--- src/rtl/am_if_tx_pkg.sv ---
// Shared constants, types and quarter-wave sine table for the AM IF test transmitter.
package am_if_tx_pkg;

    localparam int unsigned PHASE_W  = 24;
    localparam int unsigned LUT_AW   = 6;
    localparam int unsigned SAMPLE_W = 8;
    localparam int unsigned DEPTH_W  = 4;
    localparam int unsigned ENV_W    = 9;
    localparam int unsigned PROD_W   = 18;
    localparam int unsigned PIPE_LAT = 4;

    // Standard system clock and the matching 455 kHz carrier word (fcw = 455e3 * 2^24 / 16e6)
    localparam int unsigned F_CLK_HZ = 16_000_000;
    localparam logic [PHASE_W-1:0] CARRIER_FCW_455K = PHASE_W'(477102);

    typedef logic signed [SAMPLE_W-1:0] sample_t;

    // Top LUT_AW+2 phase bits of both channels, all the sine lookup needs
    typedef struct packed {
        logic [LUT_AW+1:0] car;
        logic [LUT_AW+1:0] tone;
    } phase_msb_pair_t;

    // round(127*sin(pi/2*(i+0.5)/64)), i = 0..63
    function automatic logic [SAMPLE_W-2:0] sine_rom(input logic [LUT_AW-1:0] idx);
        sine_rom = 7'd0;
        case (idx)
            6'd0:  sine_rom = 7'd2;   6'd1:  sine_rom = 7'd5;   6'd2:  sine_rom = 7'd8;   6'd3:  sine_rom = 7'd11;
            6'd4:  sine_rom = 7'd14;  6'd5:  sine_rom = 7'd17;  6'd6:  sine_rom = 7'd20;  6'd7:  sine_rom = 7'd23;
            6'd8:  sine_rom = 7'd26;  6'd9:  sine_rom = 7'd29;  6'd10: sine_rom = 7'd32;  6'd11: sine_rom = 7'd35;
            6'd12: sine_rom = 7'd38;  6'd13: sine_rom = 7'd41;  6'd14: sine_rom = 7'd44;  6'd15: sine_rom = 7'd47;
            6'd16: sine_rom = 7'd50;  6'd17: sine_rom = 7'd53;  6'd18: sine_rom = 7'd56;  6'd19: sine_rom = 7'd58;
            6'd20: sine_rom = 7'd61;  6'd21: sine_rom = 7'd64;  6'd22: sine_rom = 7'd67;  6'd23: sine_rom = 7'd69;
            6'd24: sine_rom = 7'd72;  6'd25: sine_rom = 7'd74;  6'd26: sine_rom = 7'd77;  6'd27: sine_rom = 7'd79;
            6'd28: sine_rom = 7'd82;  6'd29: sine_rom = 7'd84;  6'd30: sine_rom = 7'd86;  6'd31: sine_rom = 7'd89;
            6'd32: sine_rom = 7'd91;  6'd33: sine_rom = 7'd93;  6'd34: sine_rom = 7'd95;  6'd35: sine_rom = 7'd97;
            6'd36: sine_rom = 7'd99;  6'd37: sine_rom = 7'd101; 6'd38: sine_rom = 7'd103; 6'd39: sine_rom = 7'd105;
            6'd40: sine_rom = 7'd106; 6'd41: sine_rom = 7'd108; 6'd42: sine_rom = 7'd110; 6'd43: sine_rom = 7'd111;
            6'd44: sine_rom = 7'd113; 6'd45: sine_rom = 7'd114; 6'd46: sine_rom = 7'd115; 6'd47: sine_rom = 7'd117;
            6'd48: sine_rom = 7'd118; 6'd49: sine_rom = 7'd119; 6'd50: sine_rom = 7'd120; 6'd51: sine_rom = 7'd121;
            6'd52: sine_rom = 7'd122; 6'd53: sine_rom = 7'd123; 6'd54: sine_rom = 7'd124; 6'd55: sine_rom = 7'd124;
            6'd56: sine_rom = 7'd125; 6'd57: sine_rom = 7'd125; 6'd58: sine_rom = 7'd126; 6'd59: sine_rom = 7'd126;
            6'd60: sine_rom = 7'd127; 6'd61: sine_rom = 7'd127; 6'd62: sine_rom = 7'd127; 6'd63: sine_rom = 7'd127;
            default: sine_rom = 7'd127;
        endcase
    endfunction

endpackage

--- src/rtl/am_if_tx_if.sv ---
// Control and sample bus of the AM IF test transmitter.
interface am_if_tx_if;
    import am_if_tx_pkg::*;

    logic                 enable;
    logic [PHASE_W-1:0]   carrier_fcw;
    logic [PHASE_W-1:0]   tone_fcw;
    logic [DEPTH_W-1:0]   mod_depth;
    sample_t              if_tx_out;
    logic                 if_tx_valid;

    modport master (
        output enable,
        output carrier_fcw,
        output tone_fcw,
        output mod_depth,
        input  if_tx_out,
        input  if_tx_valid
    );

    modport slave (
        input  enable,
        input  carrier_fcw,
        input  tone_fcw,
        input  mod_depth,
        output if_tx_out,
        output if_tx_valid
    );

endinterface

--- src/rtl/sine_quarter_lut.sv ---
// Registered full-wave sine from the top phase bits using quarter-wave folding of the shared ROM.
module sine_quarter_lut
    import am_if_tx_pkg::*;
(
    input  logic              clk,
    input  logic              RST,
    input  logic              en,
    input  logic [LUT_AW+1:0] phase_msb,
    output sample_t           sine_out
);

    logic [1:0]          quad_c;
    logic [LUT_AW-1:0]   idx_c;
    logic [SAMPLE_W-2:0] mag_c;
    sample_t             val_c;

    // Odd quadrants read the table mirrored, the lower half-wave is negated
    always_comb begin
        quad_c = phase_msb[LUT_AW+1:LUT_AW];
        idx_c  = phase_msb[LUT_AW-1:0];
        if (quad_c[0]) begin
            idx_c = ~idx_c;
        end
        mag_c = sine_rom(idx_c);
        val_c = quad_c[1] ? -sample_t'({1'b0, mag_c}) : sample_t'({1'b0, mag_c});
    end

    always_ff @(posedge clk) begin
        if (RST) begin
            sine_out <= '0;
        end else if (en) begin
            sine_out <= val_c;
        end
    end

endmodule

--- src/rtl/am_if_tx.sv ---
// AM IF test transmitter: carrier sine amplitude-modulated by a tone, 4-stage pipeline.
// Define AM_TX_DITHER_EN to add LFSR stochastic rounding ahead of the output shift.
module am_if_tx
    import am_if_tx_pkg::*;
(
    input  logic      clk,
    input  logic      RST,
    am_if_tx_if.slave bus
);

    logic [PHASE_W-1:0]  car_acc;
    logic [PHASE_W-1:0]  tone_acc;
    phase_msb_pair_t     ph_s1;
    logic [PIPE_LAT-1:0] vld_sr;

    sample_t             s_car_s2;
    sample_t             s_tone_s2;

    sample_t             car_s3;
    logic [ENV_W-1:0]    env_s3;

    sample_t             out_q;

    logic signed [12:0]       tm_c;
    logic signed [12:0]       tm_sh_c;
    logic [ENV_W-1:0]         env_c;
    logic signed [PROD_W-1:0] prod_c;
    logic signed [PROD_W-1:0] sum_c;
    logic signed [PROD_W-1:0] q_c;
    sample_t                  sat_c;

    // S1: capture current phases, then advance; valid shift tracks every stage
    always_ff @(posedge clk) begin
        if (RST) begin
            car_acc  <= '0;
            tone_acc <= '0;
            ph_s1    <= '0;
            vld_sr   <= '0;
        end else begin
            vld_sr <= {vld_sr[PIPE_LAT-2:0], bus.enable};
            if (bus.enable) begin
                ph_s1.car  <= car_acc[PHASE_W-1 -: LUT_AW+2];
                ph_s1.tone <= tone_acc[PHASE_W-1 -: LUT_AW+2];
                car_acc    <= car_acc + bus.carrier_fcw;
                tone_acc   <= tone_acc + bus.tone_fcw;
            end
        end
    end

    // S2: both sine lookups
    sine_quarter_lut u_car_lut (
        .clk       (clk),
        .RST       (RST),
        .en        (vld_sr[0]),
        .phase_msb (ph_s1.car),
        .sine_out  (s_car_s2)
    );

    sine_quarter_lut u_tone_lut (
        .clk       (clk),
        .RST       (RST),
        .en        (vld_sr[0]),
        .phase_msb (ph_s1.tone),
        .sine_out  (s_tone_s2)
    );

`ifdef AM_TX_DITHER_EN
    logic [15:0] lfsr_q;

    // Fibonacci taps 16,14,13,11, stepped once per output sample
    always_ff @(posedge clk) begin
        if (RST) begin
            lfsr_q <= 16'hACE1;
        end else if (vld_sr[2]) begin
            lfsr_q <= {lfsr_q[14:0], lfsr_q[15] ^ lfsr_q[13] ^ lfsr_q[12] ^ lfsr_q[10]};
        end
    end
`endif

    // Envelope, product, rounding and saturation guard
    always_comb begin
        tm_c    = 13'(s_tone_s2) * 13'($signed({1'b0, bus.mod_depth}));
        tm_sh_c = tm_c >>> 4;
        env_c   = ENV_W'(tm_sh_c + 13'sd128);
        prod_c  = PROD_W'(car_s3) * PROD_W'($signed({1'b0, env_s3}));
`ifdef AM_TX_DITHER_EN
        sum_c   = prod_c + PROD_W'($signed({1'b0, lfsr_q[7:0]}));
`else
        sum_c   = prod_c;
`endif
        q_c     = sum_c >>> 8;
        sat_c   = q_c[SAMPLE_W-1:0];
        if (q_c > 18'sd127) begin
            sat_c = 8'sd127;
        end else if (q_c < -18'sd127) begin
            sat_c = -8'sd127;
        end
    end

    // S3 and S4 registers, each gated by its own stage valid
    always_ff @(posedge clk) begin
        if (RST) begin
            car_s3 <= '0;
            env_s3 <= '0;
            out_q  <= '0;
        end else begin
            if (vld_sr[1]) begin
                car_s3 <= s_car_s2;
                env_s3 <= env_c;
            end
            if (vld_sr[2]) begin
                out_q <= sat_c;
            end
        end
    end

    assign bus.if_tx_out   = out_q;
    assign bus.if_tx_valid = vld_sr[PIPE_LAT-1];

endmodule

--- src/flat_wrapper.sv ---
// flat-port wrapper written by rule: the top's interface ports become plain ports
module am_if_tx_flat import am_if_tx_pkg::*;
  (clk, RST, bus_enable, bus_carrier_fcw, bus_tone_fcw, bus_mod_depth, bus_if_tx_out, bus_if_tx_valid);
  am_if_tx_if bus_i ();
  input  logic clk;
  input  logic RST;
  input wire logic [$bits(bus_i.enable)-1:0] bus_enable;
  input wire logic [$bits(bus_i.carrier_fcw)-1:0] bus_carrier_fcw;
  input wire logic [$bits(bus_i.tone_fcw)-1:0] bus_tone_fcw;
  input wire logic [$bits(bus_i.mod_depth)-1:0] bus_mod_depth;
  output wire logic [$bits(bus_i.if_tx_out)-1:0] bus_if_tx_out;
  output wire logic [$bits(bus_i.if_tx_valid)-1:0] bus_if_tx_valid;
  assign bus_i.enable = bus_enable;
  assign bus_i.carrier_fcw = bus_carrier_fcw;
  assign bus_i.tone_fcw = bus_tone_fcw;
  assign bus_i.mod_depth = bus_mod_depth;
  assign bus_if_tx_out = bus_i.if_tx_out;
  assign bus_if_tx_valid = bus_i.if_tx_valid;
  am_if_tx u_core (.clk(clk), .RST(RST), .bus(bus_i));
endmodule
--- config.mk ---
export PLATFORM = sky130hd
export DESIGN_NAME = am_if_tx_flat
export DESIGN_NICKNAME = d
export VERILOG_FILES = /design/src/rtl/am_if_tx_pkg.sv /design/src/rtl/am_if_tx_if.sv /design/src/rtl/sine_quarter_lut.sv /design/src/rtl/am_if_tx.sv /design/src/flat_wrapper.sv
export SDC_FILE = /design/constraint.sdc
export NUM_CORES = 1
export LEC_CHECK = 0
export BUFFER_PORTS_ARGS = -buffer_cell sky130_fd_sc_hd__buf_2
export CORE_UTILIZATION = 36
export CTS_CLUSTER_SIZE = 8
export DETAILED_ROUTE_END_ITERATION = 8
export GPL_TIMING_DRIVEN = 0
export MAX_ROUTING_LAYER = met4
export PLACE_DENSITY = 0.56
export SYNTH_ARGS = -nofsm -noshare
export SYNTH_HDL_FRONTEND = slang
export SYNTH_SLANG_ARGS = --single-unit
--- constraint.sdc ---
create_clock -name clk -period 13 [get_ports clk]
set_input_delay 2.6 -clock clk [delete_from_list [all_inputs] [get_ports clk]]
set_output_delay 2.6 -clock clk [all_outputs]
set_load 0.02 [all_outputs]
==> metrics.md <==
| Metric | Value |
|---|---|
| Count of final setup violators | 0 |
| Drt drc | 2 |
| Via count | 9811 |
| GPL Wtd Cong | 0.899 |
| IO buf count | 62 |
| Routed wire length | 27700 um |
| Final hold vios | 0 |
| Sink Count | 109 |
| Req. time, crit path | 13.22 ns |
| Worst min-delay path class | reg2reg |
| CTS resizes | 0 |
| Layout cells sized above 1 | 0.0867 |
| Vias per inst | 5.30 |
| Synth area leaders | dfxtp_1 19%, ha_1 13%, fa_1 10%, inv_1 4.6%, nor2_1 4.5% |
| Gr usage total | 0.184 |
| Violated checks | DRC |
| Ports | 64 |
| Max Cap Violations | 0 |
| Post-synth top area share | 0.193 |
| Die width | 179 um |
| Post-DR wirelength/cell | 15.0 um |
| Vias in the first global route | 9383 |
| Avg Cell Area, Syn | 8.23 um2 |
| EDFF count, synth | 0 |
| Fin Hold WS | 0.470 ns |
| Highest clock rate | 169 MHz |
| Synthesis warning total | 0 |
| Core area | 30700 um2 |
| Syn Std Cell Area | 11300 um2 |
| Total CTS buffers | 9 |
| TritonCTS clock tree | yes |
| Initial Util | 0.368 |
| Final period util | 0.456 |
| HPWL after detailed placement | 21800 um |
| Mapped Cells | 1376 |
| Worst Setup Start Kind | input pin |
| CTS clk-pin slew, worst paths | 0.09 ns |
| Worst Tran Pin Value | 0.998 ns |
| GRT overflow | 0 |
| Die height | 179 um |
| Final min period | 5.93 ns |
| Biggest fanout along the worst timing path | 8 |
| RSZ-0062 raised after global routing | no |
| CTS root buf | clkbuf_16 |
| Register bit count reported by yosys | 109 |
| H-tree levels | 3 |
| Dominant synthesized flop cell | dfxtp_1 |
| Max rail drop VDD | 0.0767 mV |
| Slew Limit Fails | 0 |
| R2R Setup Slk | 7.17 ns |
| Largest net degree at the start of global routing | 22 |
| Pwr/cell area | 87.2 nW/um2 |
| Row cnt | 64 |
| Most frequent cell after synthesis | inv_1 |
| DRT antenna net count | 0 |
| Clock latency on the worst-skew pair | 0.37 ns |
| Worst Path Class, Setup | in2reg |
| Drt pass-1 iters | 7 |
| Outcome | finished with violations |
| Static Leakage | 0.00569 uW |
| Post-synth top cells | 138 x inv_1, 136 x nor2_1, 121 x ha_1, 109 x dfxtp_1, 92 x nand2_1 |
| Area Growth Syn to Fin | 9.80% |
| Rel. slew slack | 0.335 |
| Syn nets | 1611 |
| Initial DRC count | 539 |
| Worst Setup End Kind | flip-flop |
| Arr. time, crit path | 6.15 ns |
| Initial antenna violation count | 1 |
| Cts hold-fix bufs | 0 |
| Nets | 1684 |
| First-pass GRT wire length | 46200 um |
| Setup bufs post-CTS | 0 |
| Fin Setup TNS | 0 ns |
| Synth area leader | dfxtp_1 |
| DIE AREA | 32200 um2 |
| Final Skew | 0.0188 ns |
| Sequential fraction of the synthesis area | 0.193 |
| Synth unique cells | 79 |
| Post-synth ARST share | 0 |
| Clock Tree Buf Depth | 2 |
per-layer routing:
metal | GRT usage | part of all wire
met5 | - | 0
met4 | 0.0368 | 0.012
met3 | 0.0257 | 0.035
met2 | 0.304 | 0.47
met1 | 0.240 | 0.49
path summary, 6_finish.rpt:
check,from,to,depth (start not counted)
setup / recovery,bus_mod_depth[2],u_core.env_s3[8]$_SDFFE_PP0P_,15
hold / removal,u_core.tone_acc[14]$_SDFFE_PP0P_,u_core.tone_acc[14]$_SDFFE_PP0P_,2
setup reg to reg,u_core.car_s3[7]$_SDFFE_PP0P_,u_core.bus.if_tx_out[4]$_SDFFE_PP0P_,17
hold reg to reg,u_core.tone_acc[14]$_SDFFE_PP0P_,u_core.tone_acc[14]$_SDFFE_PP0P_,2
area by class of cell:
type	instances	area (um2)
diodes	1	2.50
plain buffers	51	243
clock buffers	9	225
clock inverters	7	76.3
fillers	3200	18300
inverters	142	533
multi-input cells	1074	8360
flip-flops and latches	109	2180
well taps	396	495
repair buffers	62	310
worst max-delay path, cell delays in order:
cell and delay, ns:
buf_2 0.15, and2_1 0.16, ha_1 0.26, inv_1 0.05
fa_1 0.54, inv_1 0.06, fa_1 0.47, ha_1 0.34
or2_2 0.30, a21oi_1 0.24, nor3_1 0.14, o31a_1 0.29
o31ai_1 0.28, xnor2_1 0.17, o22ai_1 0.10
registers in the layout (all words and copies together), names as in the netlist:
register,cells
u_core.car_acc,24
u_core.tone_acc,24
u_core.ph_s1,16
u_core.env_s3,9
u_core.bus.if_tx_out,8
u_core.car_s3,8
u_core.u_car_lut.sine_out,8
u_core.u_tone_lut.sine_out,8
u_core.vld_sr,4
stage by stage:
stage	worst slack, ns	cells	total power, uW	cell area [um2]	util
finish	7.07	1851	1080	12400	0.404
global route	6.81	1851	1160	12400	0.404
CTS	7.03	1850	1090	12400	0.404
detailed placement	6.66	1834	800	12100	0.394
global placement	6.71	1834	795	12100	0.394
floorplan	7.11	1376	707	11300	-
report_power, final:
| group | switching, uW | internal (uW) |
|---|---|---|
| logic | 236 | 171 |
| registers | 24.2 | 364 |
| clock network | 150 | 138 |
| total | 411 | 672 |
layout by cell type (no fill, tap or decap), types with 13 or more instances in the layout:
cell type / n
inv_1: 138
nor2_1: 136
ha_1: 121
dfxtp_1: 109
nand2_1: 92
a21oi_1: 84
and2_1: 72
buf_2: 70
fa_1: 59
nor3_1: 51
mux2i_1: 49
o21ai_0: 48
xnor2_1: 34
clkbuf_1: 33
a211oi_1: 30
xor2_1: 23
o21a_1: 21
nand3_1: 19
or3_1: 14
a21o_1: 13
cells by family (layout without fill, tap and decap cells):
family,after synthesis,after routing,synth area share
AOI/OAI and AO/OA,326,326,0.200
xor gates and xnor gates,68,68,0.0609
and+or+nand+nor,449,449,0.194
adders and majority gates,180,180,0.238
buffers and inverters,193,271,0.0685
other,0,1,0
muxes,51,51,0.0453
DFF,109,109,0.193
No activity file was read; power rests on OpenSTA's default activity.
